==> config.mk <==
export PLATFORM = sky130hd
export DESIGN_NAME = md_pad_scanner
export DESIGN_NICKNAME = d
export VERILOG_FILES = /design/src/rtl/md_pad_pkg.sv /design/src/rtl/md_pad_scanner_lane.sv /design/src/rtl/sync_bit.sv /design/src/rtl/md_pad_scanner.sv
export SDC_FILE = /design/constraint.sdc
export NUM_CORES = 1
export LEC_CHECK = 0
export ABC_AREA = 1
export BUFFER_PORTS_ARGS = -buffer_cell sky130_fd_sc_hd__buf_2
export CORE_MARGIN = 2
export CORE_UTILIZATION = 59
export DETAILED_ROUTE_END_ITERATION = 12
export PLACE_DENSITY = 0.79
export REMOVE_ABC_BUFFERS = 1
export SYNTH_ARGS = -nofsm -noshare
export SYNTH_HDL_FRONTEND = slang
export SYNTH_HIERARCHICAL = 1
export SYNTH_SLANG_ARGS = --single-unit
export TNS_END_PERCENT = 50
==> constraint.sdc <==
create_clock -name clock -period 2.7 [get_ports clock]
set_clock_uncertainty 0.15 [all_clocks]
set_input_delay 0.27 -clock clock [delete_from_list [all_inputs] [get_ports clock]]
set_output_delay 0.27 -clock clock [all_outputs]
set_load 0.005 [all_outputs]
==> src/rtl/md_pad_pkg.sv <==
// Shared types and bit positions for the Mega Drive pad scanner.
package md_pad_pkg;

   typedef enum logic [1:0] {IDLE, SCAN, COMMIT} state_t;

   localparam int BTN_W      = 12;
   localparam int NUM_PHASES = 8;
   localparam int PHASE_W    = 3;

   localparam int BTN_UP    = 0;
   localparam int BTN_DOWN  = 1;
   localparam int BTN_LEFT  = 2;
   localparam int BTN_RIGHT = 3;
   localparam int BTN_A     = 4;
   localparam int BTN_B     = 5;
   localparam int BTN_C     = 6;
   localparam int BTN_START = 7;
   localparam int BTN_Z     = 8;
   localparam int BTN_Y     = 9;
   localparam int BTN_X     = 10;
   localparam int BTN_MODE  = 11;

   // Buttons every present pad reports; the upper four exist only on 6-button pads.
   localparam logic [BTN_W-1:0] BASE_MASK = 12'h0FF;

   localparam logic [PHASE_W-1:0] PH_DPAD  = 3'd0;
   localparam logic [PHASE_W-1:0] PH_START = 3'd1;
   localparam logic [PHASE_W-1:0] PH_ID    = 3'd5;
   localparam logic [PHASE_W-1:0] PH_EXT   = 3'd6;

   typedef struct packed {
      logic c_s;
      logic a_b;
      logic right;
      logic left;
      logic down;
      logic up;
   } pad_pins_t;

endpackage

==> src/rtl/md_pad_scanner_lane.sv <==
// Per-pad shadow capture during a scan and commit to the published word.
module md_pad_scanner_lane
   import md_pad_pkg::*;
(
   input  logic               clock,
   input  logic               reset,
   input  logic               sample,
   input  logic               commit,
   input  logic [PHASE_W-1:0] phase,
   input  pad_pins_t          pins,
   output logic [BTN_W-1:0]   btn,
   output logic               present,
   output logic               six
);

   logic [BTN_W-1:0] sh;
   logic             sh_present;
   logic             sh_six;

   always_ff @(posedge clock or negedge reset) begin
      if (!reset) begin
         sh         <= '0;
         sh_present <= 1'b0;
         sh_six     <= 1'b0;
      end else if (sample) begin
         case (phase)
            PH_DPAD: begin
               sh[BTN_UP]    <= ~pins.up;
               sh[BTN_DOWN]  <= ~pins.down;
               sh[BTN_LEFT]  <= ~pins.left;
               sh[BTN_RIGHT] <= ~pins.right;
               sh[BTN_B]     <= ~pins.a_b;
               sh[BTN_C]     <= ~pins.c_s;
            end
            PH_START: begin
               sh[BTN_A]     <= ~pins.a_b;
               sh[BTN_START] <= ~pins.c_s;
               sh_present    <= ~pins.left & ~pins.right;
            end
            // A 6-button pad pulls all four direction pins low on its third sel-low.
            PH_ID: sh_six <= sh_present & ~(pins.up | pins.down | pins.left | pins.right);
            PH_EXT: begin
               if (sh_six) begin
                  sh[BTN_Z]    <= ~pins.up;
                  sh[BTN_Y]    <= ~pins.down;
                  sh[BTN_X]    <= ~pins.left;
                  sh[BTN_MODE] <= ~pins.right;
               end
            end
            default: ;
         endcase
      end
   end

   always_ff @(posedge clock or negedge reset) begin
      if (!reset) begin
         btn     <= '0;
         present <= 1'b0;
         six     <= 1'b0;
      end else if (commit) begin
         present <= sh_present;
         six     <= sh_present & sh_six;
         if (!sh_present) btn <= '0;
         else if (sh_six) btn <= sh;
         else             btn <= sh & BASE_MASK;
      end
   end

endmodule

==> src/rtl/sync_bit.sv <==
// Multi-flop synchroniser for one asynchronous pad pin.
module sync_bit #(
   parameter int   STAGES  = 2,
   parameter logic RST_VAL = 1'b1
) (
   input  logic clock,
   input  logic reset,
   input  logic d,
   output logic q
);

   logic [STAGES-1:0] ff;

   always_ff @(posedge clock or negedge reset) begin
      if (!reset) ff <= {STAGES{RST_VAL}};
      else        ff <= {ff[STAGES-2:0], d};
   end

   assign q = ff[STAGES-1];

endmodule

==> src/rtl/md_pad_scanner.sv <==
// Mega Drive joypad scanner: shared sel sequencer, per-pad synchronisers and decode lanes.
module md_pad_scanner
   import md_pad_pkg::*;
#(
   parameter int PADS        = 2,
   parameter int PHASE_CLKS  = 250,
   parameter int IDLE_CLKS   = 100000,
   parameter int SYNC_STAGES = 2
) (
   input  logic                  clock,
   input  logic                  reset,
   input  logic                  enable,
   input  logic [PADS-1:0]       pad_up,
   input  logic [PADS-1:0]       pad_down,
   input  logic [PADS-1:0]       pad_left,
   input  logic [PADS-1:0]       pad_right,
   input  logic [PADS-1:0]       pad_a_b,
   input  logic [PADS-1:0]       pad_c_s,
   output logic [PADS-1:0]       pad_sel,
   output logic [PADS*BTN_W-1:0] buttons,
   output logic [PADS-1:0]       pad_present,
   output logic [PADS-1:0]       pad_six,
   output logic                  frame_valid
);

   localparam int MAX_CLKS = (PHASE_CLKS > IDLE_CLKS) ? PHASE_CLKS : IDLE_CLKS;
   localparam int CNT_W    = $clog2(MAX_CLKS);
   localparam logic [CNT_W-1:0]   PHASE_LAST = CNT_W'(PHASE_CLKS - 1);
   localparam logic [CNT_W-1:0]   IDLE_LAST  = CNT_W'(IDLE_CLKS - 1);
   localparam logic [PHASE_W-1:0] PH_LAST    = PHASE_W'(NUM_PHASES - 1);

   state_t             state, state_n;
   logic [CNT_W-1:0]   cnt, cnt_n;
   logic [PHASE_W-1:0] phase, phase_n;
   logic               sel_q, sel_n;
   logic               fv_q;
   logic               sample, commit;

   always_ff @(posedge clock or negedge reset) begin
      if (!reset) begin
         state <= IDLE;
         cnt   <= '0;
         phase <= '0;
         sel_q <= 1'b1;
         fv_q  <= 1'b0;
      end else begin
         state <= state_n;
         cnt   <= cnt_n;
         phase <= phase_n;
         sel_q <= sel_n;
         fv_q  <= commit;
      end
   end

   always_comb begin
      state_n = state;
      cnt_n   = cnt;
      phase_n = phase;
      sample  = 1'b0;
      commit  = 1'b0;
      case (state)
         IDLE: begin
            // Count saturates at the end of idle until enable allows the next scan.
            if (cnt == IDLE_LAST) begin
               if (enable) begin
                  state_n = SCAN;
                  cnt_n   = '0;
                  phase_n = '0;
               end
            end else begin
               cnt_n = cnt + 1'b1;
            end
         end
         SCAN: begin
            if (cnt == PHASE_LAST) begin
               sample = 1'b1;
               cnt_n  = '0;
               if (phase == PH_LAST) state_n = COMMIT;
               else                  phase_n = phase + 1'b1;
            end else begin
               cnt_n = cnt + 1'b1;
            end
         end
         COMMIT: begin
            commit  = 1'b1;
            state_n = IDLE;
            cnt_n   = '0;
            phase_n = '0;
         end
         default: state_n = IDLE;
      endcase
      // sel is registered from the next state so it moves on the same edge as the phase.
      sel_n = (state_n == SCAN) ? ~phase_n[0] : 1'b1;
   end

   assign pad_sel     = {PADS{sel_q}};
   assign frame_valid = fv_q;

   for (genvar p = 0; p < PADS; p++) begin : g_pad
      logic [5:0] raw_bits, syn_bits;
      pad_pins_t  syn;

      assign raw_bits = {pad_c_s[p], pad_a_b[p], pad_right[p], pad_left[p], pad_down[p], pad_up[p]};

      for (genvar b = 0; b < 6; b++) begin : g_sync
         sync_bit #(.STAGES(SYNC_STAGES), .RST_VAL(1'b1)) u_sync (
            .clock (clock),
            .reset (reset),
            .d     (raw_bits[b]),
            .q     (syn_bits[b])
         );
      end

      assign syn = pad_pins_t'(syn_bits);

      md_pad_scanner_lane u_lane (
         .clock   (clock),
         .reset   (reset),
         .sample  (sample),
         .commit  (commit),
         .phase   (phase),
         .pins    (syn),
         .btn     (buttons[p*BTN_W +: BTN_W]),
         .present (pad_present[p]),
         .six     (pad_six[p])
      );
   end

endmodule

==> results of run 1 <==
-- layout by cell type (no fill, tap or decap), types with 10 or more instances in the layout --
cell type / synthesis / final
dfrtp_1: 79 / 79
nor2_1: 40 / 40
clkbuf_8: 0 / 10
dfstp_2: 25 / 25
dlygate4sd3_1: 0 / 13
nand3_1: 53 / 53
o21ai_0: 33 / 33
inv_1: 83 / 83
buf_2: 7 / 44
nand4_1: 22 / 22
nand2_1: 132 / 132
-- worst max-delay path, delay by kind of cell, from the launching register on --
kind | cells | cell delay, ns
buffers and inverters | 3 | 0.29
adders and majority gates | 1 | 0.34
DFF | 1 | 0.43
and+or+nand+nor | 5 | 0.98
-- power groups by stage --
stage / logic [W] / registers [W] / clock network, W
after floorplan: 0.00000764 / 0.00162 / 0
after global placement: 0.0000550 / 0.00162 / 0
after detailed placement: 0.0000571 / 0.00162 / 0
after global routing: 0.0000807 / 0.00160 / 0.00103
final: 0.0000697 / 0.00160 / 0.000951
after CTS: 0.0000711 / 0.00160 / 0.000979
-- state kept, by name, indices dropped and copies added, names as in the netlist --
name and flops:
g_pad.u_lane/sh 24, phase 3, g_pad.u_lane/present 2, g_pad.g_sync.u_sync/ff 24
g_pad.u_lane/btn 24, g_pad.u_lane/sh_present 2, state 2, g_pad.u_lane/six 2
cnt 17, sel_q 1, g_pad.u_lane/sh_six 2, frame_valid 1
-- cells by family after synthesis --
logic type | share of synthesized area (%)
AO/OA/AOI/OAI | 6.32
XOR/XNOR | 0.184
adder cells (fa/ha/maj) | 2.36
buffers and inverters | 9.52
flip-flops | 55.2
multiplexers | 0.472
AND/OR/NAND/NOR | 25.9
-- layout make-up --
class,instances,area [µm²]
inverter,93,352
fill,669,2360
clock buffer,10,138
tap,102,128
clock inverter,6,61.3
multi-input combinational,333,1680
timing repair buffer,64,415
sequential,104,2630
-- layer usage --
layer | wire (µm) | share of wire [%] | vias up
met5 | 0 | 0 | -
met4 | 99 | 1.1 | 0
met3 | 353 | 3.9 | 9
met2 | 4420 | 49 | 86
met1 | 4180 | 46 | 1737
li1 | - | - | 1850
-- how the worst min path moves through the flow --
stage	to	depth (start not counted)
after floorplan	cnt[0]	0
after global placement	g_pad[1].u_lane/six	1
after detailed placement	g_pad[1].u_lane/six	1
after CTS	g_pad[1].u_lane/six	2
after global routing	g_pad[1].u_lane/btn[2]	2
final	g_pad[1].u_lane/btn[11]	2
-- repair_timing --
| action | in CTS | in global routing |
|---|---|---|
| setup buffers | 0 | 0 |
| endpoints found under the hold margin | 73 | 0 |
| gates resized for setup | 0 | 0 |
| hold buffers | 13 | 0 |
-- metrics by stage --
step / instances / total power, W
floorplan: 530 / 0.00163
global placement: 683 / 0.00168
detailed placement: 683 / 0.00168
CTS: 712 / 0.00265
global route: 712 / 0.00271
finish: 712 / 0.00262
==> summary.md, run 1 <==
| Metric | Value |
|---|---|
| Status | finished clean |
| Grt met3 use | 3.45% |
| Vias | 3682 |
| Async set-or-reset flop fraction in the synthesized netlist | 100% |
| Pre-CTS setup slack | 0.410 ns |
| # DRC | 0 |
| FMAX | 432 MHz |
| Initial Util | 61.4% |
| Capturing point of the worst reg2reg path | g_pad[1].u_lane/sh[1] |
| CTS tree | yes |
| Die area | 8820 µm² |
| ANT nets after route | 0 |
| Synth top area cells | dfrtp_1 41%, dfstp_2 14%, nand2_1 10% |
| IO Port Bufs | 45 |
| Met2 usage | 36.7% |
| Sw frac | 23.5% |
| Critical path arrival | 2.42 ns |
| Later-pin clock latency in the skew report | 0.37 ns |
| Cell Rows | 32 |
| Most common library cells after synthesis | 132 x nand2_1, 83 x inv_1, 79 x dfrtp_1, 53 x nand3_1, 40 x nor2_1 |
| First-pass GRT wire length | 15.5 mm |
| Post-DR wirelength/cell | 12.7 µm |
| Main synth FF type | dfrtp_1 |
| Gr busiest metal | met2 |
| Die Span X | 93.9 µm |
| Worst Max-Slew Pin Slew | 0.618 ns |
| Max Cap Violations | 0 |
| Post-DP HPWL | 6.41 mm |
| Clock Path Buffers | 2 |
| Post-synth EDFFs | 0 |
| Met1 Usage GRT | 31.1% |
| H-tree lvl count | 3 |
| Max_slew headroom | 58.7% |
| CP max-delay cell | nor2_2 |
| DRT iter0 DRCs | 220 |
| Total CTS buffers | 9 |
| Antenna violations before repair | 0 |
| Yosys warns | 6 |
| Leakage Power | 2.72 nW |
| Cell Int Power | 0.00200 W |
| Fin util | 69.7% |
| Clk sinks | 104 |
| Crit path kind | reg -> reg |
| Max Slew Vio Count | 0 |
| Synth Register Bits | 104 |
| Crit path max fanout | 14 |
| Hold Crit Class | in -> async |
| Setup violators final | 0 |
| # nets final | 629 |
| RSZ-0062 raised after global routing | false |
| Final worst slack | 0.386 ns |
| Final instance area | 5410 µm² |
| Seq pwr share | 61.0% |
| Maximum VDD drop | 0.000274 V |
| Area Growth Syn to Fin | 13.4% |
| Largest net degree at the start of global routing | 60 |
| # IOs | 46 |
| Sw Pwr | 0.000616 W |
| Cell taking the most area after synthesis | dfrtp_1 |
| Final Hold Viols | 0 |
| Final WL | 9.05 mm |
| # diodes | 0 |
| Pre-antenna DRT Iters | 4 |
| Cell Chain, Critical Path | inv_1 > ha_1 > inv_1 > nor2_2 > inv_2 > nor2_4 > nand3_4 > nand2_1 > nand2_1 |
| CP Launch Point | state[1] |
| Worst EP required | 2.80 ns |
| Clock-pin transition on the worst setup and hold timing paths | 0.11 ns |
| Power share of the combinational group | 2.7% |
| Layout cell share with drive strength beyond 1 | 19.8% |
| GRT Total Usage | 22.4% |
| Via density | 5.17 |
| Final Cycle Share | 85.7% |
| Vias in the first global route | 3419 |
| Clock power share | 36.4% |
| Overflow after GRT | 0 |
| Mapped Area | 4770 µm² |
| Synth cell types | 33 |
| Setup TNS Final | 0 ns |
| Most frequent cell after synthesis | nand2_1 |
| Yosys top cell area share | 41.4% |
| Clock period minus worst slack | 2.31 ns |
| Clock root buffer | clkbuf_8 |
| Core area | 7770 µm² |
| Worst Hold Margin | 0.161 ns |
| PwrDens | 484 nW/µm² |
| R2R setup slack | 0.39 ns |
| Critical path capture point type | flop |
| CP startpoint kind | flop |
| Routability cong. | 0.904 |
| Placed cell area | 5080 µm² |
| Post-synthesis sequential area ratio | 55.2% |
| RR Startpoint | state[1] |
| End point of the critical path | g_pad[1].u_lane/sh[1] |
| Chip height | 93.9 µm |
| R2R cell count | 9 |
| Gate Count Post-Synth | 545 |
| Avg Cell Area, Syn | 8.75 µm² |
| CP peak stage delay | 0.51 ns |
(Power assumes the default switching activity.)
==> run 2: changes to the inputs <==
--- a/config.mk
+++ b/config.mk
@@ -8,9 +8,9 @@
 export ABC_AREA = 1
 export BUFFER_PORTS_ARGS = -buffer_cell sky130_fd_sc_hd__buf_2
 export CORE_MARGIN = 2
-export CORE_UTILIZATION = 59
+export CORE_UTILIZATION = 55
 export DETAILED_ROUTE_END_ITERATION = 12
-export PLACE_DENSITY = 0.79
+export PLACE_DENSITY = 0.75
 export REMOVE_ABC_BUFFERS = 1
 export SYNTH_ARGS = -nofsm -noshare
 export SYNTH_HDL_FRONTEND = slang
==> summary.md, run 2 (synthesis results as in run 1) <==
| Metric | Value |
|---|---|
| Vias | 3634 (-1.3%) |
| # diodes | 0 (unchanged) |
| # IOs | 46 (unchanged) |
| Via density | 5.09 (-1.6%) |
| DRT iter0 DRCs | 135 (-39%) |
| Initial Util | 57.5% (-3.9 points) |
| Pre-antenna DRT Iters | 5 (+1) |
| Clock Path Buffers | 2 (unchanged) |
| Critical path capture point type | flop |
| Final Hold Viols | 0 (unchanged) |
| Worst EP required | 2.83 ns (+0.03 ns) |
| H-tree lvl count | 3 (unchanged) |
| Die Span X | 97.1 µm (+3.4%) |
| Total power | 0.00260 W (-0.49%) |
| Cell Int Power | 0.00199 W (-0.37%) |
| GRT Total Usage | 20.9% (-1.6 points) |
| ANT nets after route | 0 (unchanged) |
| Final instance area | 5400 µm² (-0.14%) |
| Die area | 9440 µm² (+7.0%) |
| Leakage Power | 2.71 nW (-0.60%) |
| Post-DR wirelength/cell | 12.6 µm (-1.1%) |
| Clock-pin transition on the worst setup and hold timing paths | 0.10 ns (about the same) |
| Antenna violations before repair | 0 (unchanged) |
| Commonest non-fill, non-tap cells in the layout | 132 x nand2_1, 83 x inv_1, 79 x dfrtp_1 |
| Sw frac | 23.5% (-0.089 points) |
| Register area | 2630 µm² (unchanged) |
| Cell Rows | 33 (+3.1%) |
| Max Slew Vio Count | 0 (unchanged) |
| CP startpoint kind | flop |
| Top flop regs | g_pad.g_sync.u_sync/ff x24, g_pad.u_lane/btn x24, g_pad.u_lane/sh x24 |
| PwrDens | 482 nW/µm² (-0.35%) |
| Overflow after GRT | 0 (unchanged) |
| Total CTS buffers | 9 (unchanged) |
| Setup violators final | 0 (unchanged) |
| Chip height | 97.1 µm (+3.4%) |
| Status | finished clean |
| Layout cell share with drive strength beyond 1 | 19.7% (-0.13 points) |
| # nets final | 628 (-0.16%) |
| Placed cell area | 5080 µm² (about the same) |
| CP max-delay cell | nor2_2 |
| Hold Crit Class | in -> async |
| Post-cts gate resize count | 0 (unchanged) |
| CP peak stage delay | 0.47 ns (-0.04 ns) |
| Worst Hold Margin | 0.177 ns (+0.0157 ns) |
| Commonest non-fill, non-tap cell in the layout | nand2_1 |
| # hold bufs at CTS | 13 (unchanged) |
| Crit path kind | reg -> reg |
| Area Growth Syn to Fin | 13.2% |
| Maximum VDD drop | 0.000248 V (-9.5%) |
| Core area | 8300 µm² (+6.8%) |
| IO Port Bufs | 45 (unchanged) |
| Max_slew headroom | 62.5% (+3.8 points) |
| Post-DP HPWL | 6.39 mm (-0.35%) |
| Vias in the first global route | 3523 (+3.0%) |
| Clk sinks | 104 (unchanged) |
| Crit path max fanout | 13 (-1) |
| Post CTS Setup Buffer Count | 0 (unchanged) |
| RSZ-0062 raised after global routing | false |
| Worst Max-Slew Pin Slew | 0.562 ns (-0.0564 ns) |
| Clock period minus worst slack | 2.24 ns (-0.0782 ns) |
| FMAX | 447 MHz (+3.5%) |
| Seq pwr share | 61.3% (+0.3 points) |
| Sw Pwr | 0.000611 W (-0.87%) |
| Clock power share | 36.1% (-0.3 points) |
| CTS tree | yes |
| Clock root buffer | clkbuf_8 |
| Capturing point of the worst reg2reg path | g_pad[0].u_lane/sh[5] |
| Setup TNS Final | 0 ns (unchanged) |
| # DRC | 0 (unchanged) |
| Combined area of the multi-input logic cells | 1680 µm² (unchanged) |
| Later-pin clock latency in the skew report | 0.38 ns (about the same) |
| R2R cell count | 9 (unchanged) |
| Critical path arrival | 2.36 ns (-0.06 ns) |
| RR Startpoint | state[1] |
| Final WL | 8.98 mm (-0.82%) |
| Routability cong. | 0.906 (+0.24%) |
| Power share of the combinational group | 2.7% (about the same) |
| Largest net degree at the start of global routing | 49 (-18%) |
| Cell Chain, Critical Path | inv_1 > ha_1 > inv_1 > nor2_2 > inv_2 > nor2_4 > nand3_4 > nand2_1 > nand2_1 |
| Filler cell count | 702 (+4.9%) |
| Final Cycle Share | 82.8% (-2.9 points) |
| R2R setup slack | 0.46 ns (+0.08 ns) |
| Max Cap Violations | 0 (unchanged) |
| First-pass GRT wire length | 16.1 mm (+3.6%) |
-- run 2: cell type report --
| class | instances | area share (%) |
|---|---|---|
| sequential | 104 | 48.7 |
| multi-input combinational | 333 | 31.1 |
| timing repair buffer | 63 | 7.55 |
| inverter | 93 | 6.51 |
| clock buffer | 10 | 2.55 |
| tap | 105 | 2.43 |
| clock inverter | 6 | 1.07 |
-- run 2: metrics by stage --
step / setup WS (ns) / cells / util [%]
2_1_floorplan: 0.643 / 530 / -
3_3_place_gp: 0.616 / 685 / 61.2
3_5_place_dp: 0.500 / 685 / 61.2
4_1_cts: 0.480 / 714 / 65.1
5_1_grt: 0.237 / 714 / 65.1
6_report: 0.464 / 714 / 65.1
-- run 2: metal layers --
metal / vias to the layer above / share of wire, % / track usage [%] / routed length, µm
met5: - / 0 / 0 / 0
met4: 0 / 1.6 / 7.04 / 148
met3: 14 / 3.9 / 4.53 / 346
met2: 80 / 48 / 33.6 / 4270
met1: 1692 / 47 / 28.4 / 4210
li1: 1848 / - / - / -
-- run 2: power by group through the flow --
stage                     sequential [W]  combinational, W  clock, W
after floorplan                  0.00162        0.00000764         0
after CTS                        0.00160         0.0000720  0.000965
final                            0.00160         0.0000697  0.000939
after global routing             0.00160         0.0000804   0.00104
after global placement           0.00162         0.0000564         0
after detailed placement         0.00162         0.0000577         0
-- run 2: critical path, delay by kind of cell, from the launching register on --
| family | cells | cell delay, ns |
|---|---|---|
| buffers and inverters | 3 | 0.30 |
| adder cells (fa/ha/maj) | 1 | 0.33 |
| AND/OR/NAND/NOR | 5 | 0.92 |
| flip-flops | 1 | 0.44 |
-- run 2: worst max-delay path by stage --
stage	from	cells past startpoint	slack, ns	end
after floorplan	state[1]	9	0.64	g_pad[0].u_lane/sh[0]
after global placement	state[1]	9	0.62	g_pad[0].u_lane/sh[1]
after detailed placement	state[1]	9	0.50	g_pad[0].u_lane/sh[5]
after CTS	state[1]	9	0.48	g_pad[1].u_lane/sh[2]
after global routing	state[1]	9	0.24	g_pad[1].u_lane/sh[0]
final	state[1]	9	0.46	g_pad[0].u_lane/sh[5]
